`src/rtl/deser32b_align.sv`:
```
// deser32b_align: 32:1 MSB-first deserializer that finds the word boundary
// from a repeated sync word, verifies it, then emits aligned parallel words.
module deser32b_align #(
  parameter logic [31:0] SYNC_WORD = 32'hF0F0_A5A5,
  parameter int unsigned LOCK_CNT  = 4
) (
  input  logic        CLKBit,
  input  logic        RSTn,
  input  logic        SerIn,
  input  logic        ReSync,
  output logic [31:0] DataOut,
  output logic        DataValid,
  output logic        CLKWord,
  output logic        Locked,
  output logic [7:0]  ResyncCount
);

  typedef enum logic [1:0] {
    SEARCH,
    VERIFY,
    LOCKED
  } state_t;

  localparam logic [3:0] LOCK_CNT_V = 4'(LOCK_CNT);

  // Only 31 history bits are kept: the oldest bit of a 32-bit shifter would
  // never be observed, since the window always includes the current SerIn.
  logic [30:0] sr;
  logic [31:0] win;
  logic [5:0]  fill;
  logic [4:0]  cnt;
  logic [3:0]  mc;
  state_t      state;
  logic        sync_hit;
  logic        boundary;
  logic        search_armed;
  logic [7:0]  resync_inc;

  assign win          = {sr, SerIn};
  assign sync_hit     = (win == SYNC_WORD);
  assign boundary     = (cnt == 5'd0);
  assign search_armed = (fill >= 6'd31);
  assign CLKWord      = cnt[4];
  assign resync_inc   = (ResyncCount == 8'hFF) ? ResyncCount : ResyncCount + 8'd1;

  // Shifter, counters and alignment FSM with registered outputs.
  always_ff @(posedge CLKBit or negedge RSTn) begin
    if (!RSTn) begin
      sr          <= '0;
      cnt         <= 5'd31;
      fill        <= '0;
      mc          <= '0;
      state       <= SEARCH;
      DataOut     <= '0;
      DataValid   <= 1'b0;
      Locked      <= 1'b0;
      ResyncCount <= '0;
    end else begin
      sr        <= win[30:0];
      cnt       <= cnt - 5'd1;
      fill      <= (fill == 6'd32) ? fill : fill + 6'd1;
      DataValid <= 1'b0;
      if (ReSync) begin
        state       <= SEARCH;
        mc          <= '0;
        fill        <= '0;
        Locked      <= 1'b0;
        ResyncCount <= resync_inc;
      end else begin
        case (state)
          SEARCH: begin
            if (search_armed && sync_hit) begin
              cnt <= 5'd31;
              mc  <= 4'd1;
              if (LOCK_CNT_V == 4'd1) begin
                state  <= LOCKED;
                Locked <= 1'b1;
              end else begin
                state <= VERIFY;
              end
            end
          end
          VERIFY: begin
            if (boundary) begin
              if (sync_hit) begin
                mc <= mc + 4'd1;
                if (mc + 4'd1 == LOCK_CNT_V) begin
                  state  <= LOCKED;
                  Locked <= 1'b1;
                end
              end else begin
                state       <= SEARCH;
                mc          <= '0;
                fill        <= '0;
                ResyncCount <= resync_inc;
              end
            end
          end
          LOCKED: begin
            if (boundary) begin
              DataOut   <= win;
              DataValid <= 1'b1;
            end
          end
          default: begin
            state  <= SEARCH;
            Locked <= 1'b0;
          end
        endcase
      end
    end
  end

endmodule

```
`config.mk`:
```
export PLATFORM = sky130hd
export DESIGN_NAME = deser32b_align
export DESIGN_NICKNAME = d
export VERILOG_FILES = /design/src/rtl/deser32b_align.sv
export SDC_FILE = /design/constraint.sdc
export NUM_CORES = 1
export LEC_CHECK = 0
export CAP_MARGIN = 20
export CORE_ASPECT_RATIO = 1.4
export CORE_MARGIN = 2
export CORE_UTILIZATION = 30
export CTS_BUF_LIST = sky130_fd_sc_hd__clkbuf_2 sky130_fd_sc_hd__clkbuf_4 sky130_fd_sc_hd__clkbuf_8
export DETAILED_ROUTE_END_ITERATION = 7
export DONT_BUFFER_PORTS = 1
export GPL_TIMING_DRIVEN = 0
export REMOVE_ABC_BUFFERS = 1
export SYNTH_ARGS = -nofsm -noshare
export SYNTH_HDL_FRONTEND = slang
export SYNTH_SLANG_ARGS = --single-unit
```
`constraint.sdc`:
```
create_clock -name CLKBit -period 2.9 [get_ports CLKBit]
set_input_delay 0.29 -clock CLKBit [delete_from_list [all_inputs] [get_ports CLKBit]]
set_output_delay 0.29 -clock CLKBit [all_outputs]
set_load 0.05 [all_outputs]
```
==> summary.txt, run 1 <==
Setup path
  – FF-to-FF path depth: 5
  – Crit end category: flop
  – Maximum fanout along the worst path: 33
  – CP Cell Sequence: inv_1, ha_1, nor4b_1, nand3_4, mux2_2
  – CP required: 3130 ps
  – CP Data Arrival Time: 2690 ps
  – CP Launch Type: flop
  – Slowest cell delay on critical path: 680 ps
  – Worst Path Class, Setup: flop to flop
  – Critical path's slowest cell: nor4b_1

Final layout
  – Commonest non-fill, non-tap cell in the layout: dfrtp_1
  – Multi-input combinational cell area: 1235 sq um
  – Synth-to-Final Area Change: 12.47%
  – Most frequent cells in the layout: 85 x dfrtp_1, 34 x mux2_2, 21 x nand2_1
  – Sequential Area: 2258 sq um
  – Layout cells sized above 1: 22.46%
  – Final Non-Filler Cells: 420
  – Final Util: 34.86%
  – Fin nets: 282
  – Ant. Diodes: 0
  – # fillers: 1141

Timing
  – Final hold vios: 0
  – Skew final: 10.59 ps
  – RSZ-0062 raised after global routing: false
  – Relative slew slack: 45.31%
  – Post-layout min period: 2460 ps
  – Setup violators final: 0
  – Minimum hold slack: 93.46 ps
  – Final period utilization: 84.84%
  – Total negative setup slack: 0 ps
  – Pins over their slew limit: 0
  – Setup WS post-layout: 439.8 ps
  – Least-Margin Pin Slew: 809.0 ps
  – Maximum clock rate: 406.5 MHz

Power
  – LEAKAGE: 1.829 nW
  – Power density over the cells: 690.0 nW/um^2
  – Switch share: 29.78%
  – Sequential Power Share: 59.0%
  – Peak VDD IR: 338.3 uV
  – Clock power share: 33.9%
  – Logic pwr share: 7.2%
  – Sw Pwr: 0.8164 mW
  – Internal power: 1.925 mW

Placement
  – Post-placement cell count: 401
  – Final GP Congestion: 0.7374
  – Pre-CTS setup slack: 153.1 ps
  – DP HPWL: 4.358 mm
  – Port buffer count: 0

Clocking
  – Root Buffer: clkbuf_8
  – CTS Buffer Depth: 2
  – H-tree depth: 3
  – Clock transition at path regs: 90 ps
  – CTS buffer count: 9
  – Post-CTS Setup Inserts: 0
  – Clk Latency, worst-skew pair: 350 ps
  – CTS tree: built
  – Clock sink count: 90

Detailed routing
  – DR iter-0 viols: 150
  – Via-per-instance ratio: 4.812
  – # DRC: 0
  – Final wirelength: 6.484 mm
  – WL/cell: 15.44 microns
  – Via count: 2021
  – Pre-Repair DR Iteration Count: 4
  – Final ANT Viol Nets: 0

Floorplanning
  – DIE WIDTH: 95.71 microns
  – DIE HEIGHT: 132.4 microns
  – Num rows: 46
  – Ports: 47
  – Core box area: 11400 sq um
  – Die area: 12670 sq um
  – Starting density of the core: 30.99%

Yosys
  – Number of synthesized flops with an enable pin: 0
  – Sequential share of the synthesized area: 63.94%
  – Yosys reg bits: 90
  – Synthesis Warnings: 0
  – Synth Instances: 263
  – Cell Area, Synth: 3532 sq um
  – Synth area leaders: dfrtp_1 60%, mux2_2 11%, dfstp_2 3.7%
  – Ys flop type: dfrtp_1
  – Post-synthesis average cell area: 13.43 sq um
  – Synth top area share: 60.22%
  – Async SR Flop Fraction: 100.0%
  – Yosys cell types: 44
  – Synth area leader: dfrtp_1

Job
  – Max-Cap Viols: 0

Global routing
  – Vias in the first global route: 2181
  – Largest net degree at the start of global routing: 91
  – Initial antenna violation count: 0
  – GRT overflow: 0
  – First-pass GRT wire length: 11.04 mm
  – Total global-route track usage: 11.28%

Min path
  – WHS Path Cells: 1
  – Hold Crit Class: input pin to flop

Outcome
  – Outcome: complete, no violations
## worst paths after layout
check / startpoint / to / slack, ps
max in group asynchronous: RSTn / ResyncCount[1] / 2040
min reg2reg: sr[16] / sr[17] / 390
min: SerIn / DataOut[0] / 90
max reg2reg: cnt[0] / DataOut[10] / 440
min in group asynchronous: RSTn / DataOut[21] / 500
max: cnt[0] / DataOut[10] / 440
## state kept, by name, summed over array words and instances (netlist names)
register / count
cnt: 5
Locked: 1
DataValid: 1
sr: 31
ResyncCount: 8
fill: 6
state: 2
mc: 4
DataOut: 32
## stage by stage
step | total power, mW | area [sq um]
finish | 2.741 | 3973
global placement | 1.804 | 3687
floorplan | 1.749 | 3507
CTS | 2.788 | 3965
global route | 2.882 | 3973
detailed placement | 1.812 | 3692
## what timing repair did
action / CTS / global route
endpoints found under the setup margin: 0 / 32
hold buffers: 4 / 0
endpoints found under the hold margin: 92 / 0
resized for setup: 0 / 1
## per-layer routing
metal | track usage [%] | vias up | wire length [microns]
met4 | 5.000 | 0 | 114
met1 | 13.18 | 1017 | 2682
li1 | - | 955 | -
met2 | 18.49 | 40 | 3295
met5 | 0 | - | 0
met3 | 3.831 | 9 | 391
## area by class of cell
type | instances | area share (%)
multi-input combinational | 160 | 31.09
clock inverter | 4 | 1.921
sequential | 90 | 56.85
timing repair buffer | 4 | 1.449
clock buffer | 11 | 3.496
tap | 144 | 4.535
inverter | 7 | 0.6614
## power by group through the flow
stage | Clock [mW] | Combinational, mW | Sequential, mW
floorplan | 0 | 0.140 | 1.61
global placement | 0 | 0.160 | 1.64
detailed placement | 0 | 0.165 | 1.65
CTS | 0.967 | 0.200 | 1.62
global route | 1.02 | 0.226 | 1.64
finish | 0.929 | 0.196 | 1.62
## synthesized netlist by cell type, drive strengths merged, types with 2 or more instances
library cell,count
a21boi,2
a21o,2
a21oi,8
a22o,2
and3,3
and4b,2
buf,2
clkbuf,4
dfrtp,85
dfstp,5
ha,6
inv,7
mux2,35
nand2,21
nand3,12
nand4,4
nor2,15
nor2b,3
nor3,3
nor4b,4
nor4bb,4
o21ai,5
o32a,2
or2,2
xnor2,4
xor2,5
## cells by family after synthesis
kind of cell,count (synthesis),share of synthesized area [%]
mux,36,11.44
buf+inv,13,1.452
compound gates,31,6.518
flops,90,63.94
xor+xnor,9,2.232
fa+ha+maj,6,2.125
simple gates,78,12.29
## worst max-delay path, delay by kind of cell (launching register included)
| kind | cells | cell delay [ps] |
|---|---|---|
| buffers and inverters | 1 | 50 |
| and+or+nand+nor | 2 | 1240 |
| adders and majority gates | 1 | 200 |
| DFF | 1 | 380 |
| muxes | 1 | 450 |
(Power assumes the default switching activity.)
==> run 2, diff against run 1 <==
==> constraint.sdc (replaced) <==
create_clock -name CLKBit -period 2 [get_ports CLKBit]
set_input_delay 0.2 -clock CLKBit [delete_from_list [all_inputs] [get_ports CLKBit]]
set_output_delay 0.2 -clock CLKBit [all_outputs]
set_load 0.05 [all_outputs]
==> run 2 against run 1 <==
  * The run now ends with hold timing, setup timing left
  * Sequential share of layout area shrank 2.5 points
  * Register-to-register slack lost 530 ps
  * Via count rose by 2.2%
  * Die area unchanged
  * Clock power grew 45%
  * Clock-buffer cell count is the same
  * Setup slack lost 530 ps
  * Non-clock buffer count increased by 10
  * Clock skew is essentially flat
  * Design area rose by 4.8%
==> summary.txt, run 2 (synthesized netlist as in run 1, its figures left out) <==
Final layout
  – Multi-input combinational cell area: 1359 sq um (+10%)
  – Most frequent cells in the layout: 83 x dfrtp_1, 32 x mux2_2, 21 x nand2_1
  – Fin nets: 292 (+3.5%)
  – Final Non-Filler Cells: 430 (+2.4%)
  – Layout cells sized above 1: 32.52% (+10 points)
  – Max reg flops: 32 (unchanged)
  – Reg with most FFs: DataOut
  – Commonest non-fill, non-tap cell in the layout: dfrtp_1
  – Sequential Area: 2261 sq um (+0.11%)
  – Synth-to-Final Area Change: 17.85%
  – Largest registers: DataOut x32, sr x31, ResyncCount x8
  – Ant. Diodes: 0 (unchanged)
  – # fillers: 1123 (-1.6%)

Placement
  – Final GP Congestion: 0.7374 (unchanged)
  – Port buffer count: 0 (unchanged)
  – Post-placement cell count: 401 (unchanged)
  – DP HPWL: 4.358 mm (unchanged)

Floorplanning
  – Core box area: 11400 sq um (unchanged)
  – Starting density of the core: 30.99% (unchanged)
  – DIE HEIGHT: 132.4 microns (unchanged)
  – Ports: 47 (unchanged)
  – Num rows: 46 (unchanged)
  – DIE WIDTH: 95.71 microns (unchanged)
  – Die area: 12670 sq um (unchanged)

Timing
  – RSZ-0062 raised after global routing: true
  – Setup violators final: 13 (+13)
  – Relative slew slack: 55.75% (+10 points)
  – Minimum hold slack: -460.5 ps (-553.9 ps)
  – Final hold vios: 90 (+90)
  – Post-layout min period: 2095 ps (-365.3 ps)
  – Skew final: 10.66 ps (+0.06860 ps)
  – Least-Margin Pin Slew: 655.2 ps (-153.8 ps)
  – Pins over their slew limit: 0 (unchanged)
  – Maximum clock rate: 477.3 MHz (+17%)
  – Final period utilization: 104.7% (+20 points)
  – Setup WS post-layout: -94.96 ps (-534.7 ps)

Detailed routing
  – Via-per-instance ratio: 4.802 (-0.20%)
  – WL/cell: 15.54 microns (+0.66%)
  – DR iter-0 viols: 93 (-38%)
  – Pre-Repair DR Iteration Count: 4 (unchanged)
  – Final wirelength: 6.682 mm (+3.1%)
  – # DRC: 0 (unchanged)
  – Via count: 2065 (+2.2%)
  – Final ANT Viol Nets: 0 (unchanged)

Setup path
  – CP required: 2230 ps (-900 ps)
  – FF-to-FF path depth: 7 (+2)
  – R2R Path Start: cnt[1]
  – CP Launch Type: flop
  – CP Data Arrival Time: 2320 ps (-370 ps)
  – Reg-to-Reg End: ResyncCount[1]
  – Crit end category: flop
  – R2R setup slack: -90 ps (-530 ps)
  – Maximum fanout along the worst path: 6 (-82%)
  – Worst Path Class, Setup: flop to flop

Global routing
  – Largest net degree at the start of global routing: 91 (unchanged)
  – GRT overflow: 0 (unchanged)
  – Initial antenna violation count: 0 (unchanged)
  – First-pass GRT wire length: 11.23 mm (+1.7%)
  – Vias in the first global route: 2238 (+2.6%)
  – Total global-route track usage: 11.48% (+0.20 points)

Power
  – Power density over the cells: 961.1 nW/um^2 (+39%)
  – LEAKAGE: 1.900 nW (+3.9%)
  – Peak VDD IR: 492.8 uV (+46%)

Clocking
  – Root Buffer: clkbuf_8
  – CTS buffer count: 9 (unchanged)
  – Clock sink count: 90 (unchanged)
  – Clock transition at path regs: 90 ps (about the same)
  – Clk Latency, worst-skew pair: 350 ps (about the same)
  – # hold bufs at CTS: 2 (-2)
  – CTS tree: built
  – H-tree depth: 3 (unchanged)
  – CTS Buffer Depth: 2 (unchanged)

Outcome
  – Failing checks: hold timing, setup timing
  – Outcome: complete, but fails checks

Job
  – Max-Cap Viols: 0 (unchanged)

Min path
  – Hold Crit Class: input pin to asynchronous set/reset pin
[run 2: worst max-delay path: stages (launching register included)]
cell     delay (ps)
dfstp_2         380
inv_2            60
ha_4            140
or4b_4          510
nor3b_4         250
o21ai_4         130
a21oi_2         200
mux2_4          310
[run 2: how the worst max path moves through the flow]
stage           start  depth (start not counted)              to  slack [ps]
2_1_floorplan  cnt[0]                          5      DataOut[0]        -510
3_3_place_gp   cnt[0]                          5     DataOut[11]       -1280
3_5_place_dp   cnt[0]                          5      DataOut[0]        -750
4_1_cts        cnt[1]                          7  ResyncCount[1]        -120
5_1_grt        cnt[0]                          7  ResyncCount[1]        -170
6_report       cnt[1]                          7  ResyncCount[1]         -90
[run 2: routing by layer]
layer	vias up	GRT usage, %	share of wire (%)	wire (microns)
met5	-	0	0	0
met4	0	5.079	2.0	133
met3	11	3.945	5.9	396
met2	36	19.00	52	3455
met1	1048	13.22	40	2695
li1	970	-	-	-
[run 2: layout make-up]
type,instances,share of cell area [%]
clock inverter,4,1.833
clock buffer,11,3.336
inverter,7,0.6312
sequential,90,54.31
tap,144,4.328
timing repair buffer,14,2.916
multi-input combinational,160,32.64
[run 2: timing repair]
item / in CTS / in global routing
hold endpoints to repair: 93 / 90
gates resized for setup: 25 / 12
pin swaps: 14 / 6
setup buffers: 9 / 4
endpoints found under the setup margin: 57 / 58
[run 2: through the flow]
step / cell area [sq um] / setup WS, ps / setup TNS [ps] / power (mW) / utilization (%)
finish: 4163 / -94.96 / -417.4 / 4.001 / 36.53
floorplan: 3507 / -506.0 / -16550 / 2.536 / -
global placement: 3687 / -1281 / -44400 / 2.616 / 32.36
global route: 4163 / -169.8 / -6007 / 4.200 / 36.53
detailed placement: 3692 / -746.9 / -26690 / 2.627 / 32.40
CTS: 4109 / -117.2 / -1916 / 4.047 / 36.06
[run 2: power by group]
group / leakage [nW] / internal (mW) / switching (mW)
Clock: 0.107 / 0.730 / 0.620
Sequential: 1.14 / 1.93 / 0.422
Combinational: 0.649 / 0.171 / 0.129
